<file path="config.mk">
export PLATFORM = sky130hd
export DESIGN_NAME = wb_resp_regs
export DESIGN_NICKNAME = d
export VERILOG_FILES = /design/src/rtl/wb_resp_pkg.sv /design/src/rtl/wb_resp_fifo.sv /design/src/rtl/wb_resp_regs.sv
export SDC_FILE = /design/constraint.sdc
export NUM_CORES = 1
export LEC_CHECK = 0
export BUFFER_PORTS_ARGS = -buffer_cell sky130_fd_sc_hd__buf_2
export CORE_ASPECT_RATIO = 1.2
export CORE_UTILIZATION = 61
export CTS_CLUSTER_DIAMETER = 100
export DETAILED_ROUTE_END_ITERATION = 8
export PLACE_DENSITY = 0.79
export REMOVE_ABC_BUFFERS = 1
export SYNTH_ARGS = -nofsm -noshare
export SYNTH_HDL_FRONTEND = slang
export SYNTH_SLANG_ARGS = --single-unit
</file>
<file path="constraint.sdc">
create_clock -name clk -period 6.5 [get_ports clk]
set_input_delay 0.975 -clock clk [delete_from_list [all_inputs] [get_ports clk]]
set_output_delay 0.975 -clock clk [all_outputs]
set_load 0.01 [all_outputs]
</file>
<file path="src/rtl/wb_resp_pkg.sv">
// wb_resp_pkg: register offsets, status bit positions and FSM state type for wb_resp_regs
package wb_resp_pkg;
  localparam logic [2:0] REG_ID      = 3'd0;
  localparam logic [2:0] REG_SCRATCH = 3'd1;
  localparam logic [2:0] REG_CYCLES  = 3'd2;
  localparam logic [2:0] REG_CTRL    = 3'd3;
  localparam logic [2:0] REG_FIFO    = 3'd4;
  localparam logic [2:0] REG_STATUS  = 3'd5;
  localparam logic [2:0] REG_GPIO    = 3'd6;
  localparam logic [2:0] REG_RSVD    = 3'd7;
  localparam int ST_EMPTY = 16;
  localparam int ST_FULL  = 17;
  localparam int ST_OVF   = 18;
  localparam int ST_UDF   = 19;
  localparam int WCW = 4;
  typedef enum logic [1:0] {IDLE, WAITS, ACK} state_t;
endpackage

</file>
<file path="src/rtl/wb_resp_fifo.sv">
// wb_resp_fifo: synchronous first-word-fall-through FIFO with clear priority
module wb_resp_fifo #(
  parameter int DW = 32,
  parameter int AW = 4
) (
  input  logic          clk,
  input  logic          rst,
  input  logic          push,
  input  logic          pop,
  input  logic          clr,
  input  logic [DW-1:0] din,
  output logic [DW-1:0] dout,
  output logic [AW:0]   count,
  output logic          empty,
  output logic          full
);
  logic [DW-1:0] mem [2**AW];
  logic [AW-1:0] rp, wp;
  logic do_push, do_pop;
  assign empty = count == '0;
  assign full = count[AW];
  assign do_push = push & ~full;
  assign do_pop = pop & ~empty;
  assign dout = mem[rp];
  always_ff @(posedge clk)
    if (do_push && !clr) mem[wp] <= din;
  always_ff @(posedge clk) begin
    if (rst || clr) begin
      rp <= '0;
      wp <= '0;
      count <= '0;
    end else begin
      rp <= rp + AW'(do_pop);
      wp <= wp + AW'(do_push);
      count <= count + (AW+1)'(do_push) - (AW+1)'(do_pop);
    end
  end
endmodule

</file>
<file path="src/rtl/wb_resp_regs.sv">
// wb_resp_regs: Wishbone classic responder with ID/scratch/cycles/ctrl/FIFO/status/GPIO registers
import wb_resp_pkg::*;
module wb_resp_regs #(
  parameter logic [11:0] BASE    = 12'h000,
  parameter int          WAIT    = 0,
  parameter int          FIFO_AW = 4,
  parameter logic [31:0] ID      = 32'h57425253
) (
  input  logic        clk,
  input  logic        rst,
  input  logic [14:0] adr_i,
  input  logic [31:0] dat_i,
  output logic [31:0] dat_o,
  input  logic        we_i,
  input  logic        stb_i,
  output logic        ack_o,
  output logic [31:0] gpio_o,
  output logic        irq_o
);
  state_t state, state_n;
  logic [WCW-1:0] wcnt;
  logic [14:0] adr_q, adr;
  logic [31:0] dat_q, wd;
  logic we_q, wr;
  logic go, sel, wen, ren;
  logic [2:0] off;
  logic [31:0] scratch, cycles, rdata, status, fifo_dout;
  logic irq_en, ovf, udf;
  logic push, pop, clr, empty, full;
  logic [FIFO_AW:0] count;
  assign adr = state == IDLE ? adr_i : adr_q;
  assign wd = state == IDLE ? dat_i : dat_q;
  assign wr = state == IDLE ? we_i : we_q;
  assign go = state_n == ACK;
  assign sel = adr[14:3] == BASE;
  assign off = adr[2:0];
  assign wen = go & sel & wr;
  assign ren = go & sel & ~wr;
  assign push = wen && off == REG_FIFO;
  assign pop = ren && off == REG_FIFO;
  assign clr = wen && off == REG_CTRL && wd[1];
  assign ack_o = state == ACK;
  always_comb
    state_n = (state == ACK || !stb_i) ? IDLE :
              ((state == IDLE && WAIT != 0) || (state == WAITS && wcnt != '0)) ? WAITS : ACK;
  always_ff @(posedge clk) begin
    state <= rst ? IDLE : state_n;
    wcnt <= state == IDLE ? WCW'(WAIT - 1) : wcnt - WCW'(1);
    if (state == IDLE) begin
      adr_q <= adr_i;
      dat_q <= dat_i;
      we_q <= we_i;
    end
  end
  wb_resp_fifo #(.DW(32), .AW(FIFO_AW)) u_fifo (
    .clk(clk), .rst(rst), .push(push), .pop(pop), .clr(clr), .din(wd),
    .dout(fifo_dout), .count(count), .empty(empty), .full(full)
  );
  always_comb begin
    status = '0;
    status[FIFO_AW:0] = count;
    status[ST_EMPTY] = empty;
    status[ST_FULL] = full;
    status[ST_OVF] = ovf;
    status[ST_UDF] = udf;
  end
  always_comb begin
    rdata = '0;
    if (sel)
      case (off)
        REG_ID:      rdata = ID;
        REG_SCRATCH: rdata = scratch;
        REG_CYCLES:  rdata = cycles;
        REG_CTRL:    rdata = {31'b0, irq_en};
        REG_FIFO:    rdata = empty ? '0 : fifo_dout;
        REG_STATUS:  rdata = status;
        REG_GPIO:    rdata = gpio_o;
        default:     rdata = '0;
      endcase
  end
  always_ff @(posedge clk) begin
    if (rst) begin
      dat_o <= '0;
      gpio_o <= '0;
      irq_o <= 1'b0;
      scratch <= '0;
      cycles <= '0;
      irq_en <= 1'b0;
      ovf <= 1'b0;
      udf <= 1'b0;
    end else begin
      if (go) dat_o <= wr ? '0 : rdata;
      scratch <= (wen && off == REG_SCRATCH) ? wd : scratch;
      gpio_o <= (wen && off == REG_GPIO) ? wd : gpio_o;
      irq_en <= (wen && off == REG_CTRL) ? wd[0] : irq_en;
      cycles <= (wen && off == REG_CYCLES) ? wd : cycles + 32'd1;
      ovf <= (ovf | (push & full)) & ~(wen && off == REG_STATUS && wd[ST_OVF]);
      udf <= (udf | (pop & empty)) & ~(wen && off == REG_STATUS && wd[ST_UDF]);
      irq_o <= irq_en & ~empty;
    end
  end
endmodule
</file>
Yosys cells after proc, flatten, opt, wreduce, memory -nomap -nowiden:

Memory sizes are Yosys's and may differ from the RTL's. A register that Yosys moved wholly into a read port is not among the register bits.
Index checks and enable logic that the tools add are counted.

* memories kept: 1
* register bits: 199
* output and inout port bits: 66
* RAM bits: 512
* input port bits: 51

* reductions and logical operators: 21
* equal/unequal tests: 9
* mux-type cells: 13
* bitwise gates (word level): 17
* add/sub/neg operators: 6

Memories
* u_fifo.mem: words 16, bits a word 32, read ports 1, clocked after Yosys merged registers in 1, wr ports 1, line wb_resp_fifo.sv:17 `logic [DW-1:0] mem [2**AW];`

Operators with widths (count)
* $pmux 32 s7: 1
* $mux 32: 5
* $add 32x1->32 const B: 1
* $mux 15: 1
* $logic_and 1x1->1: 12
* $logic_not 12->1: 1
* $and 1x1->1: 10
* $eq 3x3->1 const B: 3
* $add 4x1->4: 2
* $eq 3x2->1 const B: 2
* $add 5x1->5: 1
* $logic_not 5->1: 1
* $not 1->1: 5
* $sub 5x1->5: 1
* $eq 2x2->1 const B: 2
* $mux 2: 2
* $mux 4: 1
* $reduce_bool 4->1: 1
* $sub 4x1->4 const B: 1
* $eq 3x1->1 const B: 1
* $logic_not 3->1: 1
* $mux 1: 3
* $eq 2x1->1 const B: 1
* $logic_not 1->1: 2
* 3 further kinds: 5

Logic depth before layout (Yosys ltp):

Gate-level depths: netlist (run 1).

* depth in word-level cells: 13
* depth in mapped cells: 18
* depth with buffers taken out: 16

Modules after synthesis:

Synthesis (run 1) repeated with hierarchy kept, for this count alone.

* cell total of the unflattened synthesis: 1740
* area total of the unflattened synthesis: 27785.4 um^2

By module, submodules not included
* wb_resp_fifo: times used 1, area each 19855.3 um^2, cells each 877
* wb_resp_regs: times used 1, area each 7930.1 um^2, cells each 863

Worst setup path after synthesis (run 1):

Ideal clock, no wire load.

* path type: in2reg
* start: in adr_i[3]
* end: mem u_fifo.mem[2][0], enable pin
* path buffers: 0
* setup slack: 1.609 ns
* setup time: 0.461 ns
* stages on the path: 5
* arrival time: 4.430 ns
* cell sequence: nor4_1 -> nand4_2 -> a211oi_4 -> nand4b_1 -> nor3_1

* word-level cells in the longest chain between the ends: 10
* elaborated cells between the ends (all ways): 12
* those cells by class: mux (3); bitwise (3); reduce/logical (6)

Ends and longest elaborated chain
* start, declared: line wb_resp_regs.sv:11 `input logic [14:0] adr_i,`
* $mux 15 *
* $logic_not 12->1 *: line wb_resp_regs.sv:35 `assign sel = adr[14:3] == BASE;`
* $and 1x1->1 * (2 in a row): line wb_resp_regs.sv:37 `assign wen = go & sel & wr;`
* $logic_and 1x1->1 (2 in a row): line wb_resp_regs.sv:41 `assign clr = wen && off == REG_CTRL && wd[1];`
* $logic_not 1->1: line wb_resp_fifo.sv:26 `if (do_push && !clr) mem[wp] <= din;`
* $logic_and 1x1->1 *: line wb_resp_fifo.sv:26
* $mux 1 *: line wb_resp_fifo.sv:26
* $mux 1 (not written as such) *: line wb_resp_fifo.sv:26
* end, declared: line wb_resp_fifo.sv:17

Mark *: on every way between the ends. The rest lies on a longest branch, timed or not.

Worst setup path in the final report (run 1):

* start: reg state[1]
* end: mem u_fifo.mem[3][27], enable pin

* word-level cells in the longest chain between the ends: 13
* elaborated cells between the ends (all ways): 24
* those cells by class: eq/ne (5); mux (7); bitwise (3); reduce/logical (9)

Ends and longest elaborated chain
* start, declared: line wb_resp_regs.sv:20 `state_t state, state_n;`
* start signal, assigned: line wb_resp_regs.sv:47 `state <= rst ? IDLE : state_n;`
* $eq 2x1->1: line wb_resp_regs.sv:45 `((state == IDLE && WAIT != 0) || (state == WAITS && wcnt != '0)) ? WAITS : ACK;`
* $logic_and 1x1->1: line wb_resp_regs.sv:45
* $mux 2: line wb_resp_regs.sv:45
* $mux 2: line wb_resp_regs.sv:44 `state_n = (state == ACK || !stb_i) ? IDLE :`
* $eq 2x2->1: line wb_resp_regs.sv:34 `assign go = state_n == ACK;`
* $and 1x1->1 (2 in a row): line wb_resp_regs.sv:37
* $logic_and 1x1->1 (2 in a row): line wb_resp_regs.sv:41
* $logic_not 1->1: line wb_resp_fifo.sv:26
* $logic_and 1x1->1 *: line wb_resp_fifo.sv:26
* $mux 1 *: line wb_resp_fifo.sv:26
* $mux 1 (not written as such) *: line wb_resp_fifo.sv:26

Marked as above.

==> results of run 1 <==
-- logic make-up after synthesis --
family,share of synthesized area
fa+ha+maj,0.00592
xor+xnor,0.0122
buf+inv,0.0239
flops,0.673
simple gates,0.0859
mux,0.128
compound gates,0.0704
-- cells in the final DEF, fill, tap and decap left out, types with 39 or more instances in the layout --
| master | count |
|---|---|
| o21ai_0 | 74 |
| mux2i_1 | 48 |
| edfxtp_1 | 512 |
| mux4_2 | 128 |
| nand3_1 | 101 |
| a21oi_1 | 90 |
| nand2_1 | 171 |
| clkbuf_16 | 70 |
| nand4_1 | 39 |
| buf_2 | 115 |
| dfxtp_1 | 196 |
-- worst reg2reg max path: stages (launching register included) --
cell and delay, ns:
dfxtp_1 0.48, nor2_4 0.88, buf_4 0.50, nand4_2 0.38, a211oi_4 0.60, nand4b_1 0.47, nor2_4 0.73, buf_4 0.43
-- worst paths after layout --
check,end,slack [ns],depth (start not counted)
worst min register to register,wcnt[0],0.40,1
worst max-delay path,u_fifo.mem[3][27],1.70,7
worst max register to register,u_fifo.mem[3][27],1.70,7
worst min-delay path,wcnt[0],0.40,1
-- flip-flops by register name (all words and copies together), names as in the netlist, 2 cells and up --
| name | flops |
|---|---|
| wcnt | 4 |
| dat_q | 32 |
| u_fifo.wp | 4 |
| cycles | 32 |
| dat_o | 32 |
| u_fifo.mem | 512 |
| u_fifo.rp | 4 |
| state | 2 |
| adr_q | 15 |
| scratch | 32 |
| u_fifo.count | 5 |
| gpio_o | 32 |
-- layout make-up --
cell class                      count  share of cell area
Antenna cell                        2            0.000156
Sequential cell                   711               0.603
Clock buffer                       93              0.0591
Clock inverter                     33             0.00982
Tap cell                          616              0.0240
Timing Repair Buffer              151              0.0267
Multi-Input combinational cell   1054               0.275
Inverter                           15             0.00175
-- where the power goes --
group	switching, mW	internal (mW)	leakage (nW)	total [mW]
Combinational	0.303	0.0611	3.06	0.364
Clock	1.71	2.27	1.10	3.97
Sequential	0.0176	4.92	6.24	4.94
-- routing by layer --
metal | part of all wire | track usage
met1 | 0.36 | 0.440
met2 | 0.47 | 0.531
met3 | 0.12 | 0.0762
met4 | 0.053 | 0.174
met5 | 0.00017 | 0
-- metrics by stage --
stage / hold WS [ns] / setup TNS (ns) / total power [mW] / utilization / setup WS [ns]
after floorplan: 0.371 / -6.53 / 5.20 / - / -0.266
after CTS: 0.405 / 0 / 9.27 / 0.694 / 1.73
after detailed placement: 0.391 / 0 / 5.38 / 0.646 / 1.78
final: 0.402 / 0 / 9.27 / 0.694 / 1.70
after global placement: 0.384 / 0 / 5.36 / 0.646 / 1.88
after global routing: 0.419 / 0 / 9.46 / 0.694 / 1.55
==> reports/qor.txt, run 1 <==
Run status: finished, final reports clean
Hpwl dp: 47.5 mm
Average wire per standard cell: 30.0 um
Hold Crit Class: flip-flop to flip-flop
Clock Path Buffers: 3
Min cycle time layout: 4.80 ns
Io pins: 117
CTS H-tree depth: 3
Post-synth top area cell: edfxtp_1
Register bit total from synthesis: 711
Placer congestion estimate: 0.963
Die ar.: 0.0480 sq mm
Fin area: 0.0321 sq mm
Core ar.: 0.0463 sq mm
Global-route total usage across every layer: 0.336
Setup crit start kind: flip-flop
Reg area: 0.0194 sq mm
Largest net degree at the start of global routing: 98
Synth cell count leaders: edfxtp_1, dfxtp_1, nand2_1
Final hold violation count: 0
Initial core utilization: 0.621
Yosys top cell area share: 0.535
Slew margin rel.: 0.168
Max Clk Rate: 208 MHz
Fin crit share: 0.739
Slew Limit Fails: 0
Vias: 18900
DRC marker count from the first detailed-route iteration: 2602
Root buffer cell: clkbuf_16
Yosys warns: 0
Mapped cell area: 0.0288 sq mm
Unrepaired setup endpoints after global routing: false
Pre-Repair DR Iteration Count: 7
CP arrival: 5.06 ns
Multi-input logic area: 0.00884 sq mm
Delay-heaviest family, CP: simple AND/OR/NAND/NOR gates
Post-Route WL: 80.2 mm
Post-synth EDFFs: 512
Critical path class: flip-flop to flip-flop
Slowest Stage Delay on Critical Path: 0.88 ns
First-pass GRT wire length: 118 mm
Reg-to-reg critical path startpoint: state[1]
Worst setup EP type: flip-flop
Ys flop type: edfxtp_1
Asr flop ratio synth: 0
Max_cap viols: 0
Final setup viols: 0
Antenna violations before repair: 2
Yosys cell types: 79
Num CTS Buffers: 68
Placed cell areas: 0.0299 sq mm
Overflow after GRT: 0
Post-CTS setup buffer count: 0
Sink Count: 711
Syn Area/Cell: 15.0 sq um
Critical Path, Cell by Cell: nor2_4 -> buf_4 -> nand4_2 -> a211oi_4 -> nand4b_1 -> nor2_4 -> buf_4
Post-synthesis sequential area ratio: 0.673
Port bufs: 116
Vias in the first global route: 18400
Final Net Count: 2065
Post-Syn Instances: 1915
DR vias/cell: 7.07
Reg clk slew, reported paths: 0.06 ns
PD cells: 289 mW/mm^2
CTS tree: done
Worst Setup SP: state[1]
VDD IR max: 206 uV
# DRC: 0
Fin Clk Skew: 0.0253 ns
Placed Cells incl. Taps: 2547
Routed Antenna Nets: 0
Worst-skew pair later-pin latency: 0.60 ns
Syn-to-layout area delta: 11.7%
Die height: 240 um
Finished Layout Cells: 2675
Top-count cell post-synth: edfxtp_1
Critical path's slowest cell: nor2_4
Cts repair resizes: 0
Static leakage power: 10.4 nW
Fill cells: 2954
Die X: 200 um
Row count: 86
Slew @ Worst Pin: 1.25 ns
Min-Delay Startpoint: wcnt[0]
Critical Path RT: 6.76 ns
Synth top area cells: edfxtp_1, dfxtp_1, mux4_2
Hold Buf Count CTS: 0
Share of cells above drive strength 1: 0.225
CP Buf/Inv Count: 2
Worst-path fanout max: 28
No activity file was read; power rests on OpenSTA's default activity.
==> inputs of run 2 (changes only) <==
Clock period 6.5 ns to 4.8 ns, I/O delays scaled along.
==> run 2 against run 1 <==
Wire length down 1.6%. Sequential power rose by 35%. Critical path depth down 1. Die area did not move. Critical path type unchanged. Worst hold slack lost 0.056 ns.
==> reports/qor.txt, run 2 (synthesis gave the netlist of run 1 again) <==
Run status: finished, final reports clean
Hold Buf Count CTS: 0
Worst setup EP type: flip-flop
Slew @ Worst Pin: 1.28 ns
Most frequent cells in the layout: edfxtp_1, dfxtp_1, nand2_1, mux4_2, buf_2
Setup crit start kind: flip-flop
Post-Route WL: 79.0 mm
Slowest Stage Delay on Critical Path: 0.93 ns
Internal power: 9.87 mW
Placed Cells incl. Taps: 2555
Pre-Repair DR Iteration Count: 6
DR vias/cell: 6.96
GR peak layer: met2
Cts repair resizes: 0
Die X: 200 um
Critical Path, Cell by Cell: or2_2 -> buf_4 -> a21oi_1 -> o2bb2ai_1 -> a2111oi_0 -> o21ai_1
Placed cell areas: 0.0300 sq mm
Finished Layout Cells: 2678
Final hold violation count: 0
Static leakage power: 10.4 nW
Setup TNS: 0 ns
Port bufs: 116
Worst-skew pair later-pin latency: 0.60 ns
Slew Limit Fails: 0
Largest net degree at the start of global routing: 98
Critical Path RT: 5.24 ns
Sw frac: 0.216
Switching power: 2.72 mW
Min cycle time layout: 3.78 ns
Overflow after GRT: 0
Antenna violations before repair: 3
Root buffer cell: clkbuf_16
Sink Count: 711
Critical path's slowest cell: a2111oi_0
Post-CTS setup buffer count: 0
Die ar.: 0.0480 sq mm
Clock Path Buffers: 3
Placer congestion estimate: 0.948
Row count: 86
Unrepaired setup endpoints after global routing: false
Max_cap viols: 0
CTS tree: done
Max Clk Rate: 264 MHz
First-pass GRT wire length: 117 mm
Io pins: 117
Comb power frac: 0.039
Core ar.: 0.0463 sq mm
Share of cells above drive strength 1: 0.226
Num CTS Buffers: 67
Largest register FFs: 512
Fin area: 0.0322 sq mm
DRC marker count from the first detailed-route iteration: 2643
Share of power burned in registers: 0.531
Worst-path fanout max: 22
Fin crit share: 0.788
Pre-CTS WS: 1.05 ns
Initial core utilization: 0.621
Routing usage on met1: 0.468
VDD IR max: 311 uV
PD cells: 391 mW/mm^2
Slew margin rel.: 0.137
# DRC: 0
Fill cells: 2964
Final setup viols: 0
M3 GR Usage: 0.0566
Largest Register: u_fifo.mem
Clock network fraction of design power: 0.430
Final setup margin: 1.02 ns
Hold Crit Class: primary input to flip-flop
CTS H-tree depth: 3
Grt met2 use: 0.525
Average wire per standard cell: 29.5 um
Commonest non-fill, non-tap cell in the layout: edfxtp_1
Routed Antenna Nets: 0
Final Net Count: 2072
Die height: 240 um
Vias in the first global route: 18000
CP arrival: 4.22 ns
Vias: 18600
Hpwl dp: 47.6 mm
Syn-to-layout area delta: 12.1%
Critical path class: flip-flop to flip-flop
Reg clk slew, reported paths: 0.07 ns
Fin Clk Skew: 0.0263 ns
Global-route total usage across every layer: 0.332
[run 2: worst paths after layout]
path | start | cells past startpoint | slack [ns] | to
setup / recovery | state[1] | 6 | 1.02 | dat_o[25]
hold / removal | adr_i[14] | 3 | 0.35 | adr_q[14]
hold reg to reg | wcnt[0] | 1 | 0.40 | wcnt[0]
setup reg to reg | state[1] | 6 | 1.02 | dat_o[25]
[run 2: stage by stage]
step / total power, mW / hold slack (ns) / util
6_report: 12.6 / 0.346 / 0.697
5_1_grt: 12.9 / 0.337 / 0.697
4_1_cts: 12.6 / 0.323 / 0.697
3_5_place_dp: 7.28 / 0.391 / 0.649
3_3_place_gp: 7.26 / 0.378 / 0.649
2_1_floorplan: 7.04 / 0.371 / -
[run 2: layer usage]
metal,wire [um],part of all wire
met1,29900,0.38
met2,37500,0.48
met3,8740,0.11
met4,2770,0.035
met5,27,0.00034
[run 2: final cells by class]
cell class / count / area, sq um / area share
Antenna cell: 2 / 5.00 / 0.000155
Clock buffer: 88 / 1820 / 0.0564
Clock inverter: 33 / 397 / 0.0123
Inverter: 15 / 56.3 / 0.00175
Multi-Input combinational cell: 1054 / 8840 / 0.274
Sequential cell: 711 / 19400 / 0.601
Tap cell: 616 / 771 / 0.0239
Timing Repair Buffer: 159 / 981 / 0.0304
[run 2: power groups by stage]
stage               Combinational, mW  Sequential (mW)  Clock, mW
floorplan                       0.230             6.81          0
global placement                0.449             6.82          0
detailed placement              0.464             6.82          0
CTS                             0.471             6.68       5.45
global route                    0.507             6.69       5.67
finish                          0.489             6.69       5.42
[run 2: critical path: cells and delay by family, from the launching register on]
family / cells / cell delay, ns
AO/OA/AOI/OAI: 4 / 2.37
flip-flops: 1 / 0.50
AND/OR/NAND/NOR: 1 / 0.45
buffers and inverters: 1 / 0.29
